`config.mk`:
```
export PLATFORM = sky130hd
export DESIGN_NAME = ofdm_frame_scheduler
export DESIGN_NICKNAME = d
export VERILOG_FILES = /design/src/rtl/ofdm_frame_scheduler.sv
export SDC_FILE = /design/constraint.sdc
export NUM_CORES = 1
export LEC_CHECK = 0
export CAP_MARGIN = 0
export CORE_AREA = 8 8 311 313
export DETAILED_ROUTE_END_ITERATION = 8
export DIE_AREA = 0 0 319 321
export GPL_TIMING_DRIVEN = 0
export PLACE_DENSITY = 0.76
export SYNTH_ARGS = -nofsm -noshare
export SYNTH_HDL_FRONTEND = slang
export SYNTH_SLANG_ARGS = --single-unit
```
`constraint.sdc`:
```
create_clock -name clk -period 8.2 [get_ports clk]
set_clock_uncertainty 0.05 [all_clocks]
set_input_delay 1.64 -clock clk [delete_from_list [all_inputs] [get_ports clk]]
set_output_delay 1.64 -clock clk [all_outputs]
set_load 0.02 [all_outputs]
```
`src/rtl/ofdm_frame_scheduler.sv`:
```
// ofdm_frame_scheduler
// Frame-level sequencer for the 64-QAM OFDM loopback chain. Incoming payloads
// are buffered in a small FIFO. Each frame is then walked through encoder ->
// FFT -> reorder -> quantiser -> decoder using one-cycle start/capture strobes
// and done handshakes. The decoded word is returned on a valid/ready port.
//
// Ports
//   clk, reset             clock (rising edge), async active-low reset
//   in_valid/in_data       payload offered to the input FIFO
//   in_ready               FIFO not full
//   out_valid/out_data     decoded frame, held until out_ready
//   out_ready              consumer accepts the decoded frame
//   enc_data               working payload, stable from ENC entry to next pop
//   enc/fft/dec_start      one-cycle start pulses to the datapath stages
//   enc/fft/dec_done       stage completion (level or pulse)
//   dec_result             decoder output word
//   cap_fft, cap_deqam     one-cycle capture strobes for reorder / de-mapper
//   err_clr, err_timeout   watchdog error clear / sticky error flag
//   busy                   controller active or frames queued
//   frame_cnt              frames delivered (wraps)
//   stage                  current state encoding
//
// State | meaning
//   IDLE  0 | waiting for a queued frame; pops the FIFO head on exit
//   ENC   1 | encoder running, waiting for enc_done (watchdog active)
//   FFT   2 | FFT/IFFT running, waiting for fft_done (watchdog active)
//   REORD 3 | single cycle, cap_fft loads the reorder register
//   QUANT 4 | single cycle, cap_deqam loads the de-mapper registers
//   DEC   5 | decoder running, waiting for dec_done (watchdog active)
//   OUT   6 | decoded frame presented, waiting for out_ready
//   ERR   7 | watchdog expired, frame dropped, waiting for err_clr
module ofdm_frame_scheduler #(
  parameter int DATA_W     = 192,
  parameter int FIFO_DEPTH = 4,
  parameter int TIMEOUT    = 1023
) (
  input  logic              clk,
  input  logic              reset,
  input  logic              in_valid,
  input  logic [DATA_W-1:0] in_data,
  output logic              in_ready,
  output logic              out_valid,
  output logic [DATA_W-1:0] out_data,
  input  logic              out_ready,
  output logic [DATA_W-1:0] enc_data,
  output logic              enc_start,
  output logic              fft_start,
  output logic              dec_start,
  input  logic              enc_done,
  input  logic              fft_done,
  input  logic              dec_done,
  input  logic [DATA_W-1:0] dec_result,
  output logic              cap_fft,
  output logic              cap_deqam,
  input  logic              err_clr,
  output logic              err_timeout,
  output logic              busy,
  output logic [15:0]       frame_cnt,
  output logic [2:0]        stage
);

  localparam int AW = (FIFO_DEPTH > 1) ? $clog2(FIFO_DEPTH) : 1;
  localparam int CW = AW + 1;
  localparam int WW = (TIMEOUT > 1) ? $clog2(TIMEOUT + 1) : 1;
  localparam logic [CW-1:0] FULL_CNT = CW'(FIFO_DEPTH);
  localparam logic [WW-1:0] WD_LIMIT = WW'(TIMEOUT);

  typedef enum logic [2:0] {
    S_IDLE  = 3'd0,
    S_ENC   = 3'd1,
    S_FFT   = 3'd2,
    S_REORD = 3'd3,
    S_QUANT = 3'd4,
    S_DEC   = 3'd5,
    S_OUT   = 3'd6,
    S_ERR   = 3'd7
  } state_t;

  state_t state, state_n;

  // ---------------------------------------------------------------------------
  // Input frame FIFO (power-of-two depth, pointers wrap naturally)
  // ---------------------------------------------------------------------------
  logic [DATA_W-1:0] mem [FIFO_DEPTH];
  logic [AW-1:0]     wr_ptr, rd_ptr;
  logic [CW-1:0]     count;
  logic              push, pop, fifo_nempty;

  assign fifo_nempty = (count != '0);
  assign in_ready    = (count != FULL_CNT);
  assign push        = in_valid && in_ready;
  assign pop         = (state == S_IDLE) && fifo_nempty;

  always_ff @(posedge clk) begin
    if (push) mem[wr_ptr] <= in_data;
  end

  always_ff @(posedge clk or negedge reset) begin
    if (!reset) begin
      wr_ptr <= '0;
      rd_ptr <= '0;
      count  <= '0;
    end else begin
      if (push) wr_ptr <= wr_ptr + AW'(1);
      if (pop)  rd_ptr <= rd_ptr + AW'(1);
      if (push && !pop)      count <= count + CW'(1);
      else if (!push && pop) count <= count - CW'(1);
    end
  end

  // ---------------------------------------------------------------------------
  // Sequencer
  // ---------------------------------------------------------------------------
  logic [WW-1:0] wd, wd_n;
  logic          wd_hit;
  logic          enc_start_n, fft_start_n, dec_start_n;
  logic          cap_fft_n, cap_deqam_n;
  logic          out_valid_n, err_timeout_n, load_out;
  logic [15:0]   frame_cnt_n;

  assign wd_hit = (wd == WD_LIMIT);

  // A start strobe is high exactly in the first cycle of its wait state, so it
  // doubles as the "ignore done this cycle" qualifier. wd_n defaults to zero,
  // which clears the watchdog on every state change and in unwatched states;
  // done is therefore watched for exactly TIMEOUT cycles after the start cycle.
  always_comb begin
    state_n       = state;
    wd_n          = '0;
    enc_start_n   = 1'b0;
    fft_start_n   = 1'b0;
    dec_start_n   = 1'b0;
    cap_fft_n     = 1'b0;
    cap_deqam_n   = 1'b0;
    out_valid_n   = out_valid;
    err_timeout_n = err_timeout;
    frame_cnt_n   = frame_cnt;
    load_out      = 1'b0;
    case (state)
      S_IDLE: begin
        if (fifo_nempty) begin
          state_n     = S_ENC;
          enc_start_n = 1'b1;
        end
      end
      S_ENC: begin
        if (enc_done && !enc_start) begin
          state_n     = S_FFT;
          fft_start_n = 1'b1;
        end else if (wd_hit) begin
          state_n       = S_ERR;
          err_timeout_n = 1'b1;
        end else begin
          wd_n = wd + WW'(1);
        end
      end
      S_FFT: begin
        if (fft_done && !fft_start) begin
          state_n   = S_REORD;
          cap_fft_n = 1'b1;
        end else if (wd_hit) begin
          state_n       = S_ERR;
          err_timeout_n = 1'b1;
        end else begin
          wd_n = wd + WW'(1);
        end
      end
      S_REORD: begin
        state_n     = S_QUANT;
        cap_deqam_n = 1'b1;
      end
      S_QUANT: begin
        state_n     = S_DEC;
        dec_start_n = 1'b1;
      end
      S_DEC: begin
        if (dec_done && !dec_start) begin
          state_n     = S_OUT;
          out_valid_n = 1'b1;
          load_out    = 1'b1;
        end else if (wd_hit) begin
          state_n       = S_ERR;
          err_timeout_n = 1'b1;
        end else begin
          wd_n = wd + WW'(1);
        end
      end
      S_OUT: begin
        if (out_ready) begin
          state_n     = S_IDLE;
          out_valid_n = 1'b0;
          frame_cnt_n = frame_cnt + 16'd1;
        end
      end
      S_ERR: begin
        if (err_clr) begin
          state_n       = S_IDLE;
          err_timeout_n = 1'b0;
        end
      end
      default: state_n = S_IDLE;
    endcase
  end

  always_ff @(posedge clk or negedge reset) begin
    if (!reset) begin
      state       <= S_IDLE;
      wd          <= '0;
      enc_start   <= 1'b0;
      fft_start   <= 1'b0;
      dec_start   <= 1'b0;
      cap_fft     <= 1'b0;
      cap_deqam   <= 1'b0;
      out_valid   <= 1'b0;
      out_data    <= '0;
      enc_data    <= '0;
      err_timeout <= 1'b0;
      frame_cnt   <= '0;
    end else begin
      state       <= state_n;
      wd          <= wd_n;
      enc_start   <= enc_start_n;
      fft_start   <= fft_start_n;
      dec_start   <= dec_start_n;
      cap_fft     <= cap_fft_n;
      cap_deqam   <= cap_deqam_n;
      out_valid   <= out_valid_n;
      err_timeout <= err_timeout_n;
      frame_cnt   <= frame_cnt_n;
      if (pop)      enc_data <= mem[rd_ptr];
      if (load_out) out_data <= dec_result;
    end
  end

  assign stage = state;
  assign busy  = (state != S_IDLE) || fifo_nempty;

endmodule

```
==> run metrics, run 1 <==
status finished, final reports clean; GRT overflow 0; Pwr Total 23.6 mW; post-synth top area share 51.9%; largest net degree at the start of global routing around 110; Total GRT Usage 22.8%; critical path capture point type output pin; Syn Area/Cell 22.2 um^2; Post-Route WL 119000 um; total number of vias 22977; fraction of layout cells with a size suffix above 1 27.8%; Placeable Area 92200 um^2; Sink Count 1195; vias in the first global route between 20000 and 30000; synth warn 0; Rel. slew slack 25.6%; first-pass GRT wire length 173000 um; Max Slew Vio Count 0; Req. time, crit path ~6.5 ns; synthesized instance count 2002; syn_nets 2402; Setup Buffers After CTS 0; CTS tree built; leading cell types by total area after synthesis edfxtp_1 (52%), dfrtp_1 (24%), mux4_2 (9.7%), mux2_2 (7.2%), mux2_4 (3.4%); FF+latch area 33700 um^2; Least-Margin Pin Slew 1.12 ns; GPL Wtd Cong a little under 0.9; WL/cell about 28 um; Layout Area Growth over Synthesis 31.8%; Clock Path Buffers 3; CP Class reg2out; RSZ-0062 raised after global routing no; fill cell count 6128; Initial DRC Count 1583; Die Wd 319 um; Worst Setup Slack, final 4.12 ns; setup TNS 0 ns; pre-CTS WS a little over 4 ns; cell breakdown of the critical path buf_6 -> clkbuf_1 -> nand3b_1 -> clkdlybuf4s50_1; Fin. Hold Viols 0; Netlist Area Pre-Place ~44000 um^2; multi-input logic area 9990 um^2; die area 102000 um^2; Detail Route Antenna Nets 0; initial antenna violation count 28; maximum VDD drop 0.000273 V; hold buffers post-CTS 0; #FFs+latches synth 1195; Hold Path Class reg2reg; initial core utilization slightly below 50%; # setup viols final 0; nets@finish 3341; synth unique cells 47; fin crit share 49.8%; H-tree levels 3; post-CTS sizing 0; Max-Cap Viols 0; WP data arrival 2.39 ns; Die Ht 321 um; Leakage Power 21.2 nW; io pins 804; Crit path largest cell delay 0.66 ns; CP Max Fanout 10; register area share after synthesis about 76%; Achievable Freq between 200 and 250 MHz; first-pass detailed-route iteration total 5; cell area after layout 58600 um^2; worst-skew pair later-pin latency 0.72 ns; Vias/cell around 5.4; I/O Buffers 803; Reg clk slew, reported paths ~0.06 ns; min cycle time layout 4.08 ns; Remaining DRCs 0; Post-DP Area approximately 54000 um^2; dpl hpwl 84700 um; clock buffer count from CTS 118; root buf cell clkbuf_16; crit start category flop; Rows roughly 110; leading area contributor after synthesis edfxtp_1; critical path's slowest cell clkdlybuf4s50_1; pwr/cell area 403 nW/um^2; Hold WS approximately 0.44 ns
## layout make-up
type,instances,area share (%)
sequential,1195,57.6
multi-input combinational,710,17.1
timing repair buffer,819,14.5
clock buffer,178,5.82
tap,1197,2.56
clock inverter,48,1.18
buffer,89,1.16
antenna,17,0.0726
inverter,8,0.0534
## worst max-delay path: cells and delay by family (launching register included)
family / cells / cell delay [ns]
DFF: 1 / 0.37
buffers and inverters: 3 / 1.12
and+or+nand+nor: 1 / 0.20
## per-stage QoR
stage / cells / utilization [%]
final: 4261 / 63.5
after global routing: 4251 / 63.5
after CTS: 4244 / 63.5
after detailed placement: 4018 / 59.0
after global placement: 4002 / 58.5
after floorplan: 2002 / -
## cells in the mapped netlist (all sizes together)
| library cell | count |
|---|---|
| edfxtp | 768 |
| dfrtp | 427 |
| mux2 | 386 |
| mux4 | 192 |
| buf | 65 |
| clkbuf | 24 |
| nor2 | 18 |
| xnor2 | 17 |
| nand2 | 12 |
| nand3 | 12 |
| xor2 | 12 |
| ha | 7 |
| inv | 7 |
| and3 | 6 |
| nand2b | 6 |
| and4 | 5 |
| nand4 | 5 |
| o21ai | 4 |
| a21o | 3 |
| nand3b | 2 |
| nor2b | 2 |
| nor3b | 2 |
| nor4 | 2 |
| o22ai | 2 |
| a2111oi | 1 |
| a21boi | 1 |
| a21oi | 1 |
| a221oi | 1 |
| a31oi | 1 |
| a32o | 1 |
| and2 | 1 |
| and3b | 1 |
| and4b | 1 |
| clkinv | 1 |
| fa | 1 |
| mux2i | 1 |
| nand4b | 1 |
| nor3 | 1 |
| nor4b | 1 |
| or4 | 1 |
## path summary, 6_finish.rpt
check / startpoint / endpoint / slack (ns) / cells after the start
max in group asynchronous: reset / stage[1] / 5.48 / 4
worst min register to register: frame_cnt[15] / frame_cnt[15] / 0.44 / 1
worst max register to register: rd_ptr[1] / enc_data[129] / 5.35 / 4
min in group asynchronous: reset / enc_data[87] / 0.82 / 1
worst min-delay path: frame_cnt[15] / frame_cnt[15] / 0.44 / 1
worst max-delay path: stage[0] / busy / 4.12 / 4
## metal layers
metal,global-route usage [%],vias to the layer above,wire length [um]
met5,0,-,144
met2,40.0,793,61700
met4,8.90,22,4570
met3,7.68,203,9480
met1,25.7,12095,43400
li1,-,9864,-
## cell usage in the layout (no fill, tap or decap), drive strengths merged, types with 13 or more instances in the layout
cell type,netlist,layout
buf,65,82
bufinv,0,15
clkbuf,24,202
clkdlybuf4s50,0,802
clkinv,1,26
dfrtp,427,427
diode,0,17
edfxtp,768,768
inv,7,13
mux2,386,386
mux4,192,192
nor2,18,18
xnor2,17,17
## report_power, final
part | internal (mW) | total [mW] | switching [mW] | leakage, nW
Sequential | 8.33 | 9.16 | 0.831 | 12.2
Combinational | 4.43 | 8.81 | 4.38 | 7.07
Clock | 3.35 | 5.63 | 2.28 | 2.00
## sequential cells by signal (all words and copies together), names as in the netlist
| name | count |
|---|---|
| rd_ptr | 2 |
| count | 3 |
| cap_deqam | 1 |
| enc_data | 192 |
| cap_fft | 1 |
| enc_start | 1 |
| out_valid | 1 |
| mem | 768 |
| err_timeout | 1 |
| stage | 3 |
| dec_start | 1 |
| wr_ptr | 2 |
| out_data | 192 |
| fft_start | 1 |
| wd | 10 |
| frame_cnt | 16 |
## kinds of logic after synthesis
kind of cell | after synthesis | share of synthesized area, %
xor gates and xnor gates | 29 | 0.572
muxes | 579 | 20.4
and+or+nand+nor | 79 | 1.01
AOI/OAI and AO/OA | 15 | 0.228
DFF | 1195 | 76.0
adders and majority gates | 8 | 0.242
buffers and inverters | 97 | 1.61
(Power assumes the default switching activity.)
==> run 2: changes to the inputs <==
--- a/config.mk
+++ b/config.mk
@@ -6,11 +6,12 @@
 export NUM_CORES = 1
 export LEC_CHECK = 0
 export CAP_MARGIN = 0
-export CORE_AREA = 8 8 311 313
+export CORE_ASPECT_RATIO = 1.25
+export CORE_MARGIN = 8
+export CORE_UTILIZATION = 47
 export DETAILED_ROUTE_END_ITERATION = 8
-export DIE_AREA = 0 0 319 321
 export GPL_TIMING_DRIVEN = 0
-export PLACE_DENSITY = 0.76
+export PLACE_DENSITY = 0.77
 export SYNTH_ARGS = -nofsm -noshare
 export SYNTH_HDL_FRONTEND = slang
 export SYNTH_SLANG_ARGS = --single-unit
==> constraint.sdc (replaced) <==
create_clock -name clk -period 3.6 [get_ports clk]
set_clock_uncertainty 0.05 [all_clocks]
set_input_delay 0.72 -clock clk [delete_from_list [all_inputs] [get_ports clk]]
set_output_delay 0.72 -clock clk [all_outputs]
set_load 0.02 [all_outputs]
==> run metrics, run 2 (same netlist as run 1, synthesis figures left out) <==
pwr/cell area approximately 910 nW/um^2; Die Ht 360 um; fin crit share 87.1%; first-pass detailed-route iteration total 5; crit start category flop; dpl hpwl about 91000 um; Rel. slew slack a little over a quarter; min cycle time layout 3.14 ns; Vias/cell 5.36; r2r setup slk between 0.7 and 0.8 ns; # placed instances just over 4000; Least-Margin Pin Slew 1.09 ns; Largest register FFs roughly 770; CP Class reg2out; Initial DRC Count ~1300; WL/cell 29.4 um; cell breakdown of the critical path buf_6 -> clkbuf_1 -> nand3b_1 -> clkdlybuf4s50_1; cell area after layout about 60000 um^2; io pins 804; M3 GR Usage 8.82%; hold wc startpoint frame_cnt[15]; GRT overflow 0; Clock Path Buffers 3; Worst R2R Start rd_ptr[1]; total number of vias between 20000 and 25000; Detail Route Antenna Nets 0; initial core utilization 47.2%; Placeable Area 94100 um^2; Remaining DRCs 0; Die Wd 291 um; critical path's slowest cell clkdlybuf4s50_1; Max-Cap Viols 0; Sink Count 1195; CTS tree built; nets@finish about 3300; I/O Buffers 803; H-tree levels 3; Max Slew Vio Count 0; reg2reg end enc_data[156]; Largest Register mem; met1 Use GR about a quarter; met2 Track Usage GR between 40% and 50%; CP Max Fanout 10; Leakage Power 21.1 nW; Crit path max-delay family buffers and inverters; largest net degree at the start of global routing around 110; Post-DP Area around 55000 um^2; Reg clk slew, reported paths 0.06 ns; Post-Route WL approximately 130000 um; reg2reg path depth 4; fraction of layout cells with a size suffix above 1 27.9%; Fin. Hold Viols 0; hold path cells 1; Non-Filler Instances 4269; Hold Path Class reg2reg; vias in the first global route 25450; RSZ-0062 raised after global routing no; biggest regs mem: 768 flops, enc_data: 192 flops, out_data: 192 flops; Rows around 130; leading cell types in the layout, fill and taps excluded clkdlybuf4s50_1 (802), edfxtp_1 (768), dfrtp_1 (427); hold buffers post-CTS 1; Pwr Total between 50 and 60 mW; GPL Wtd Cong 0.959; die area roughly 100000 um^2; WP data arrival 2.37 ns; first-pass GRT wire length 181000 um; post-CTS sizing 0; # setup viols final 0; Layout Area Growth over Synthesis 31.2%; status finished, final reports clean; clock buffer count from CTS 111; maximum VDD drop 0.000784 V; Achievable Freq 319 MHz; hold endpoint frame_cnt[15]; Req. time, crit path 2.83 ns; Setup Buffers After CTS 0; initial antenna violation count 26; worst-skew pair later-pin latency 0.69 ns; CP Buf/Inv Count 3; gr busiest metal met2; fill cell count roughly 6300; Crit path largest cell delay 0.67 ns; root buf cell clkbuf_16; Total GRT Usage 23.6%; critical path capture point type output pin; commonest non-fill, non-tap cell in the layout clkdlybuf4s50_1
## run 2: cell types whose count changed in the layout (fill, tap and decap cells not counted), moves of 2 or more
cell        before  now
clkbuf_16      119  111
clkinv_2        15   31
clkinv_4         3    1
clkbuf_8        21   10
clkinv_1         6   17
clkinvlp_4       2   10
clkbuf_1        62   38
clkinv_16        0    4
bufinv_16       15    9
buf_16          16   19
## run 2: how the worst max path moves through the flow
stage / start / to / depth (start not counted)
floorplan: count[0] / mem[0][0] / 3
global placement: reset / out_data[125] / 1
detailed placement: in_valid / mem[0][22] / 4
CTS: stage[0] / busy / 4
global route: stage[0] / busy / 4
finish: stage[0] / busy / 4
## run 2: per-layer routing
layer / part of all wire, % / up-vias
li1: - / 9820
met1: 33 / 11974
met2: 53 / 859
met3: 8.7 / 224
met4: 5.5 / 12
met5: 0.061 / -
## run 2: power breakdown
part	switching, mW	leakage, nW	total [mW]	internal [mW]
sequential	1.97	12.2	20.9	19.0
combinational	10.3	7.11	20.5	10.1
clock	5.18	1.81	11.8	6.58
total	17.5	21.1	53.2	35.7
## run 2: final cells by class
type                            instances  area, um^2  area share (%)
Sequential cell                      1195       33700            57.9
Multi-Input combinational cell        710        9990            17.1
Timing Repair Buffer                  823        8580            14.7
Clock buffer                          136        2980            5.10
Tap cell                             1216        1520            2.61
Clock inverter                         75         742            1.27
Buffer                                 89         682            1.17
Antenna cell                           17        42.5          0.0730
Inverter                                8        31.3          0.0536
## run 2: through the flow
| stage | setup WS [ns] | util [%] | TNS, ns | hold slack, ns |
|---|---|---|---|---|
| detailed placement | 0.453 | 57.9 | 0 | 0.417 |
| floorplan | 0.00622 | - | 0 | 0.374 |
| global placement | -18.83 | 57.4 | -9882.04 | 0.413 |
| finish | 0.463 | 62.0 | 0 | 0.424 |
| global route | 0.336 | 61.9 | 0 | 0.407 |
| CTS | 0.441 | 61.9 | 0 | 0.381 |
